**config.mk**
```make
export PLATFORM = sky130hd
export DESIGN_NAME = ahb3lite_apb_req_arbiter
export DESIGN_NICKNAME = d
export VERILOG_FILES = /design/src/rtl/ahb3lite_apb_req_arbiter.sv
export SDC_FILE = /design/constraint.sdc
export NUM_CORES = 1
export LEC_CHECK = 0
export ABC_AREA = 1
export CAP_MARGIN = 25
export CORE_AREA = 2 2 168 170
export DETAILED_ROUTE_END_ITERATION = 16
export DIE_AREA = 0 0 170 172
export PLACE_DENSITY = 0.75
export SETUP_SLACK_MARGIN = 0.2
export SLEW_MARGIN = 10
export SYNTH_ARGS = -nofsm -noshare
export SYNTH_HDL_FRONTEND = slang
export SYNTH_SLANG_ARGS = --single-unit
```
**constraint.sdc**
```tcl
create_clock -name HCLK -period 1.7 [get_ports HCLK]
set_input_delay 0.17 -clock HCLK [delete_from_list [all_inputs] [get_ports HCLK]]
set_output_delay 0.17 -clock HCLK [all_outputs]
set_load 0.01 [all_outputs]
```
**src/rtl/ahb3lite_apb_req_arbiter.sv**
```systemverilog
// Round-robin arbiter that serialises NREQ simple request ports onto a single
// AHB-Lite master port (one NONSEQ SINGLE transfer at a time) with a data-phase watchdog.
module ahb3lite_apb_req_arbiter #(
  parameter int          NREQ       = 4,
  parameter int          HADDR_SIZE = 32,
  parameter int          HDATA_SIZE = 32,
  parameter int          TIMEOUT    = 256,
  parameter logic [3:0]  HPROT_VAL  = 4'b0011,
  localparam int         IDW        = (NREQ > 1) ? $clog2(NREQ) : 1
) (
  input  logic                         HCLK,
  input  logic                         HRESET,
  input  logic [NREQ-1:0]              req_valid,
  output logic [NREQ-1:0]              req_ready,
  input  logic [NREQ-1:0]              req_write,
  input  logic [3*NREQ-1:0]            req_size,
  input  logic [NREQ*HADDR_SIZE-1:0]   req_addr,
  input  logic [NREQ*HDATA_SIZE-1:0]   req_wdata,
  output logic                         resp_valid,
  output logic [IDW-1:0]               resp_id,
  output logic [HDATA_SIZE-1:0]        resp_rdata,
  output logic                         resp_err,
  output logic                         resp_timeout,
  output logic                         busy,
  output logic                         HSEL,
  output logic [HADDR_SIZE-1:0]        HADDR,
  output logic [HDATA_SIZE-1:0]        HWDATA,
  output logic                         HWRITE,
  output logic [2:0]                   HSIZE,
  output logic [2:0]                   HBURST,
  output logic [3:0]                   HPROT,
  output logic [1:0]                   HTRANS,
  output logic                         HMASTLOCK,
  output logic                         HREADY,
  input  logic                         HREADYOUT,
  input  logic [HDATA_SIZE-1:0]        HRDATA,
  input  logic                         HRESP
);

  localparam int              TW      = (TIMEOUT > 1) ? $clog2(TIMEOUT) : 1;
  localparam logic [TW-1:0]   TO_LAST = TW'((TIMEOUT > 0) ? TIMEOUT - 1 : 0);
  localparam logic [IDW-1:0]  LAST_ID = IDW'(NREQ - 1);

  typedef enum logic [1:0] {ST_IDLE, ST_ADDR, ST_DATA, ST_DRAIN} state_t;

  state_t                  state, state_next;
  logic [IDW-1:0]          rr_last, cur, grant_idx;
  logic                    grant_found, handshake, timeout_hit;
  logic [TW-1:0]           to_cnt;
  logic [HADDR_SIZE-1:0]   lat_addr;
  logic [HDATA_SIZE-1:0]   lat_wdata;
  logic                    lat_write;
  logic [2:0]              lat_size;

  assign HADDR     = lat_addr;
  assign HWDATA    = lat_wdata;
  assign HWRITE    = lat_write;
  assign HSIZE     = lat_size;
  assign HBURST    = 3'b000;
  assign HPROT     = HPROT_VAL;
  assign HMASTLOCK = 1'b0;
  assign HREADY    = HREADYOUT;
  assign busy      = (state != ST_IDLE);

  // Search upward from the requester after the last winner, wrapping modulo NREQ.
  always_comb begin
    grant_found = 1'b0;
    grant_idx   = '0;
    for (int i = 1; i <= NREQ; i++) begin
      if (!grant_found && req_valid[(int'(rr_last) + i) % NREQ]) begin
        grant_found = 1'b1;
        grant_idx   = IDW'((int'(rr_last) + i) % NREQ);
      end
    end
  end

  assign handshake   = (state == ST_IDLE) && grant_found;
  assign timeout_hit = (TIMEOUT != 0) && (to_cnt == TO_LAST) && !HREADYOUT;

  always_ff @(posedge HCLK) begin
    if (HRESET) state <= ST_IDLE;
    else        state <= state_next;
  end

  always_comb begin
    state_next = state;
    req_ready  = '0;
    HSEL       = 1'b0;
    HTRANS     = 2'b00;
    case (state)
      ST_IDLE: begin
        if (grant_found) begin
          req_ready[grant_idx] = 1'b1;
          state_next           = ST_ADDR;
        end
      end
      ST_ADDR: begin
        HSEL   = 1'b1;
        HTRANS = 2'b10;
        if (HREADYOUT) state_next = ST_DATA;
      end
      ST_DATA: begin
        if (HREADYOUT)        state_next = ST_IDLE;
        else if (timeout_hit) state_next = ST_DRAIN;
      end
      ST_DRAIN: begin
        if (HREADYOUT) state_next = ST_IDLE;
      end
      default: state_next = ST_IDLE;
    endcase
  end

  // An error completes on its second cycle (HREADYOUT=1), so OKAY and ERROR share one path.
  always_ff @(posedge HCLK) begin
    if (HRESET) begin
      rr_last      <= LAST_ID;
      cur          <= '0;
      to_cnt       <= '0;
      lat_addr     <= '0;
      lat_wdata    <= '0;
      lat_write    <= 1'b0;
      lat_size     <= 3'b000;
      resp_valid   <= 1'b0;
      resp_id      <= '0;
      resp_rdata   <= '0;
      resp_err     <= 1'b0;
      resp_timeout <= 1'b0;
    end else begin
      resp_valid <= 1'b0;
      if (handshake) begin
        lat_addr  <= req_addr[grant_idx*HADDR_SIZE +: HADDR_SIZE];
        lat_wdata <= req_wdata[grant_idx*HDATA_SIZE +: HDATA_SIZE];
        lat_write <= req_write[grant_idx];
        lat_size  <= req_size[grant_idx*3 +: 3];
        cur       <= grant_idx;
        rr_last   <= grant_idx;
      end
      if (state == ST_ADDR && HREADYOUT) to_cnt <= '0;
      if (state == ST_DATA) begin
        if (HREADYOUT) begin
          resp_valid   <= 1'b1;
          resp_id      <= cur;
          resp_err     <= HRESP;
          resp_timeout <= 1'b0;
          if (!HRESP) resp_rdata <= lat_write ? '0 : HRDATA;
        end else if (timeout_hit) begin
          resp_valid   <= 1'b1;
          resp_id      <= cur;
          resp_err     <= 1'b1;
          resp_timeout <= 1'b1;
        end else begin
          to_cnt <= to_cnt + 1'b1;
        end
      end
    end
  end

endmodule

```
==> impl_metrics.toml, run 1 <==
[outcome]
outcome = "complete, but fails checks"
violations = "setup timing"

[sta]
setup-tns-final_ps = -29220
rsz_0062_raised_after_global_routing = "yes"
post-route-period-util = 1.32
finalHoldViolCount = 0
final_critical_path_setup_slack_ps = -550
fin_worst_skew_ps = 12.7
finalSetupViolations = 77
final.min_clock_period_ps = 2250
slew_of_the_pin_with_the_lowest_slew_margin_ps = 508
report.final.slew_viol_count = 0
timing.slew.headroom = 0.661
clock.fmax_ghz = 0.445

[logic_synthesis]
ys_ff_latch = 119
syn-mean-instance-area_um2 = 5.77
synthTopCellsByArea = "sky130_fd_sc_hd__dfxtp_1 (31%), sky130_fd_sc_hd__nand2_1 (19%), sky130_fd_sc_hd__nand3_1 (16%)"
library_cell_occupying_the_most_area_in_the_post_synthesis_netlist = "sky130_fd_sc_hd__dfxtp_1"
number_of_warning_messages_in_the_yosys_log = 0
yosysSeqAreaShare = 0.309
netlist_area_um2 = 7700
post_synthesis_cells = 1335
netlist.area_leader.share = 0.309
yosysUniqueCellTypes = 27

[floorplanning]
fp-row-count = 61
die_width_um = 170
die-height_um = 172
dieArea_um2 = 29200
ios = 434
coreArea_um2 = 27500
initial_core_util = 0.280

[global_routing]
grt_pass1_vias = 9309
grt_use_total = 0.207
grt_start_max_net_pins = 66
initial_antenna_violation_count = 4
globalRoute.totalOverflow = 0
global_route_wire_length_before_repair_um = 47700

[cts]
cts-root-buf = "sky130_fd_sc_hd__clkbuf_16"
clk_pin_slew_worst_paths_ps = 70
cts_tree = "built"
clock_tree.buffer_depth = 2
numClockSinks = 119
cts_buffers = 17
number_of_h_tree_branching_levels = 4
clkLatencyLatePin_ps = 420

[hold_path]
cell_depth_of_the_worst_min_delay_path = 4
whs_endpoint = "HWDATA[2]$_SDFFE_PP0P_"
hp-class = "in2reg"
startpoint_of_the_most_critical_hold_path = "HRESET"

[setup_path]
reg2reg_slack_ps = -550
setup.worst_path.start_class = "flop"
critical_path.endpoint_type = "flop"
critPathMaxFanout = 8
rr_startpoint = "rr_last[0]$_SDFFE_PP1P_"
reg2reg_to = "HADDR[5]$_SDFFE_PP0P_"
worst_endpoint_required_time_ps = 2040
reg2regPathDepth = 17
arr_time_crit_path_ps = 2590
path_class = "reg2reg"

[finish]
post_route_cells_drive_above_1_share = 0.115
layout.core_utilization = 0.503
area_growth_from_synthesis_to_layout_pct = 79.3
most_frequent_cells_in_the_layout = "sky130_fd_sc_hd__nand2_1 (363), sky130_fd_sc_hd__clkdlybuf4s50_1 (322), sky130_fd_sc_hd__nand3_1 (223)"
commonest_non_fill_non_tap_cell_in_the_layout = "sky130_fd_sc_hd__nand2_1"
finish.net_count = 2072

[route]
routed-via-count = 9825
detail_route.first_pass.iterations = 5
avgRoutedWirePerCell_um = 15.2
ratio_of_routed_vias_to_standard_cells = 4.63
route.final.wire_length_um = 32200
drt_iter0_drc = 449
route.detailed.drc = 0
antenna_violating_nets_post_route = 0

[power_and_ir_drop]
fin_total_pwr_uw = 26600
power_per_cell_area_nw_per_um2 = 1930
peakVddDrop_v = 0.00141
leakage_uw = 0.00734

[place]
pre_cts_ws_ps = -699
finalWeightedCongestion = 0.878
place_hpwl_um = 22600
placement.io_buffers = 424

[flow_run]
drv_cap = 0
power breakdown:
group          switching, uW  leakage [uW]  total, uW  internal, uW
Sequential               388      0.000980       3930          3540
Clock                   1640      0.000277       3590          1960
Combinational          10700       0.00609      19100          8420
Total                  12700       0.00734      26600         13900
worst max path at each step:
stage / slack [ps] / from / cells after the start / endpoint
after floorplan: -90 / rr_last[0]$_SDFFE_PP1P_ / 13 / req_ready[3]
after global placement: -670 / req_valid[0] / 12 / req_ready[0]
after detailed placement: -700 / req_valid[0] / 12 / req_ready[0]
after CTS: -470 / rr_last[0]$_SDFFE_PP1P_ / 12 / req_ready[0]
after global routing: -640 / rr_last[0]$_SDFFE_PP1P_ / 17 / HADDR[5]$_SDFFE_PP0P_
final: -550 / rr_last[0]$_SDFFE_PP1P_ / 17 / HADDR[5]$_SDFFE_PP0P_
state kept, by name, indices dropped and copies added (netlist names), 3 cells and up:
name	cells
HADDR	32
HWDATA	32
resp_rdata	32
to_cnt	8
HSIZE	3
kinds of logic after synthesis:
| family | count (synthesis) | synth area share |
|---|---|---|
| AOI/OAI and AO/OA | 58 | 0.0411 |
| other | 2 | 0.000975 |
| adders and majority gates | 1 | 0.00162 |
| DFF | 119 | 0.309 |
| and+or+nand+nor | 875 | 0.476 |
| buffers and inverters | 280 | 0.171 |
final cells by class:
| type | instances | area [um2] |
|---|---|---|
| antenna | 3 | 7.51 |
| clock buffer | 17 | 425 |
| clock inverter | 15 | 146 |
| fill | 2664 | 13700 |
| inverter | 186 | 728 |
| multi-input combinational | 943 | 4390 |
| sequential | 119 | 2390 |
| tap | 346 | 433 |
| timing repair buffer | 492 | 5280 |
repair_timing:
action,in CTS,in global routing
gates resized for setup,138,93
hold buffers,0,0
setup endpoints to repair,170,167
gates cloned,5,6
buffers inserted,10,1
pin swaps,15,44
endpoints found under the hold margin,0,0
synth_stat cells (all sizes together):
cell / number
nand3: 247
o211ai: 2
a21oi: 46
a31oi: 1
a311oi: 1
dfxtp: 119
and3: 1
a211oi: 4
nor2: 219
o21ai: 4
inv: 186
conb: 2
ha: 1
buf: 72
nor3: 3
clkbuf: 22
nand2: 405
per-layer routing:
layer  GRT usage  routed length, um
met1       0.232              12400
met3      0.0639               2590
met5           0                 12
met2       0.362              15900
met4      0.0974               1310
worst max-delay path, cell delays in order, from the launching register on:
cell and delay, ps:
sky130_fd_sc_hd__dfxtp_4 430, sky130_fd_sc_hd__inv_8 60, sky130_fd_sc_hd__nand2_4 50, sky130_fd_sc_hd__nand2_2 60, sky130_fd_sc_hd__nand2_2 100, sky130_fd_sc_hd__nand2_4 70, sky130_fd_sc_hd__nor2_4 200, sky130_fd_sc_hd__nand3_4 140
sky130_fd_sc_hd__buf_6 150, sky130_fd_sc_hd__nand3_4 80, sky130_fd_sc_hd__buf_12 160, sky130_fd_sc_hd__buf_8 130, sky130_fd_sc_hd__buf_12 110, sky130_fd_sc_hd__buf_16 120, sky130_fd_sc_hd__nand2_2 50, sky130_fd_sc_hd__nand3_2 50
sky130_fd_sc_hd__nand2_1 80, sky130_fd_sc_hd__nor2_1 130
per-stage QoR:
step / hold WS, ps / std cells / cell area (um2)
detailed placement: 454 / 2064 / 12400
global route: 134 / 2121 / 13800
CTS: 110 / 2111 / 13400
global placement: 451 / 2064 / 12400
floorplan: 263 / 1342 / 7870
finish: 124 / 2121 / 13800
Power figures use the tool's default switching activity.
==> run 2, diff against run 1 <==
--- a/config.mk
+++ b/config.mk
@@ -10,6 +10,7 @@
 export CORE_AREA = 2 2 168 170
 export DETAILED_ROUTE_END_ITERATION = 16
 export DIE_AREA = 0 0 170 172
+export MAX_ROUTING_LAYER = met4
 export PLACE_DENSITY = 0.75
 export SETUP_SLACK_MARGIN = 0.2
 export SLEW_MARGIN = 10
==> run 2 against run 1 <==
The run still ends with setup timing left. Clock-buffer cell count is the same. Sequential cell count is the same. First-iteration DRC count fell by 2.7%. Utilization is 1.2 points higher. Clock power is essentially flat. Total power grew 6.3%.
==> impl_metrics.toml, run 2 (synthesis gave the netlist of run 1 again) <==
[setup_path]
rr_startpoint = "rr_last[0]$_SDFFE_PP1P_"
reg2regPathDepth = 17
worst-path-buf-inv = 6
ordered_cell_list_for_the_critical_path = "inv_8 > nand2_2 > nand2_2 > nand2_2 > nand2_4 > nor2_4 > nand3_4 > buf_6 > nand3_4 > buf_12 > buf_8 > buf_12 > buf_16 > nand2_2 > nand3_2 > nand2_1 > nor2_1"
startpoint = "rr_last[0]$_SDFFE_PP1P_"
worst_path_most_repeated_cell = "sky130_fd_sc_hd__nand2_2"
critical_path.endpoint_type = "flop"
setup.worst_path.start_class = "flop"
critPathMaxFanout = 8
path_delay_family = "simple AND/OR/NAND/NOR gates"
arr_time_crit_path_ps = 2610
worst_endpoint_required_time_ps = 2050
crit_slowest_cell = "sky130_fd_sc_hd__dfxtp_4"
critical_path.max_stage_delay_ps = 430
crit_cells = 17
path_class = "reg2reg"

[hold_path]
startpoint_of_the_most_critical_hold_path = "HRESET"
hp-class = "in2reg"
cell_depth_of_the_worst_min_delay_path = 4

[sta]
rsz_0062_raised_after_global_routing = "yes"
clock.fmax_ghz = 0.443
fin_worst_skew_ps = 11.0
final.min_clock_period_ps = 2260
finalSetupViolations = 78
finalHoldViolCount = 0
timing.hold.ws_ps = 125
final_critical_path_setup_slack_ps = -559
post-route-period-util = 1.33
report.final.slew_viol_count = 0

[flow_run]
drv_cap = 0

[outcome]
outcome = "complete, but fails checks"
violations = "setup timing"

[finish]
n_fill_cell = 2622
most_frequent_cells_in_the_layout = "sky130_fd_sc_hd__clkdlybuf4s50_1 (345), sky130_fd_sc_hd__nand2_1 (340), sky130_fd_sc_hd__nand3_1 (215)"
post_layout_nonfiller_instances = 2131
finish.net_count = 2081
commonest_non_fill_non_tap_cell_in_the_layout = "sky130_fd_sc_hd__clkdlybuf4s50_1"
post_route_cells_drive_above_1_share = 0.140
layout.core_utilization = 0.514
area_growth_from_synthesis_to_layout_pct = 83.4

[route]
met3_wire_length_um = 2660
detail_route.first_pass.iterations = 5
highest-signal-layer = "met4"
drt_iter0_drc = 437
routed-via-count = 10000
ratio_of_routed_vias_to_standard_cells = 4.71
route.final.wire_length_um = 33500
route.met2.wl_um = 16500
drt-met1-wl_um = 12800
avgRoutedWirePerCell_um = 15.7
route.detailed.drc = 0
antenna_violating_nets_post_route = 0

[place]
finalWeightedCongestion = 0.893
dp.cells = 2064
place_hpwl_um = 22600
placement.io_buffers = 424

[floorplanning]
ios = 434
initial_core_util = 0.280
die_width_um = 170
fp-row-count = 61
coreArea_um2 = 27500
die-height_um = 172
dieArea_um2 = 29200

[global_routing]
global_route_wire_length_before_repair_um = 47600
globalRoute.totalOverflow = 0
grt_use_total = 0.213
grt_start_max_net_pins = 66
grt_pass1_vias = 9338
initial_antenna_violation_count = 4

[power_and_ir_drop]
peakVddDrop_v = 0.00146
power_per_cell_area_nw_per_um2 = 2000
leakage_uw = 0.00713

[cts]
cts-root-buf = "sky130_fd_sc_hd__clkbuf_16"
cts_tree = "built"
numClockSinks = 119
ctsHoldBuffers = 0
cts_buffers = 17
clk_pin_slew_worst_paths_ps = 70
number_of_h_tree_branching_levels = 4
clkLatencyLatePin_ps = 420
clock_tree.buffer_depth = 2
-- run 2: through the flow --
stage | power, uW | TNS [ps] | worst slack [ps] | area (um2)
2_1_floorplan | 14800 | -5620 | -86.0 | 7870
3_3_place_gp | 19300 | -40520 | -667 | 12400
3_5_place_dp | 19500 | -43530 | -699 | 12400
4_1_cts | 25300 | -28220 | -470 | 13400
5_1_grt | 30300 | -40350 | -648 | 14100
6_report | 28300 | -30300 | -559 | 14100
-- run 2: path summary, 6_finish.rpt --
path,slack (ps),endpoint
worst min register to register,460,to_cnt[3]$_SDFF_PP0_
worst max register to register,-560,HADDR[5]$_SDFFE_PP0P_
worst max-delay path,-560,HADDR[5]$_SDFFE_PP0P_
worst min-delay path,130,HWDATA[2]$_SDFFE_PP0P_
-- run 2: final cells by class --
class                           instances  area (um2)  area share
Antenna cell                            4        10.0    0.000709
Clock inverter                         15         146      0.0104
Tap cell                              346         433      0.0306
Inverter                              186         749      0.0531
Clock buffer                           17         425      0.0301
Multi-Input combinational cell        943        4550       0.322
Timing Repair Buffer                  501        5420       0.383
Sequential cell                       119        2400       0.170
-- run 2: per-layer routing --
metal | global-route usage | vias up
met5 | - | -
met4 | 0.0985 | 0
met3 | 0.0547 | 94
met2 | 0.361 | 456
met1 | 0.237 | 4540
li1 | - | 4938
-- run 2: report_power, final --
part / total [uW] / internal, uW / leakage [uW] / switching [uW]
registers: 3950 / 3540 / 0.000980 / 406
clock network: 3610 / 1960 / 0.000277 / 1650
logic: 20700 / 9300 / 0.00587 / 11400
-- run 2: worst reg2reg max path: cells and delay by family, from the launching register on --
kind,cells,cell delay (ps)
simple gates,11,980
flops,1,430
buf+inv,6,770
-- run 2: what timing repair did --
item,in CTS,in global routing
endpoints found under the setup margin,170,166
cloned,5,12
resized for setup,138,125
setup buffers,10,4
pin swaps,15,45
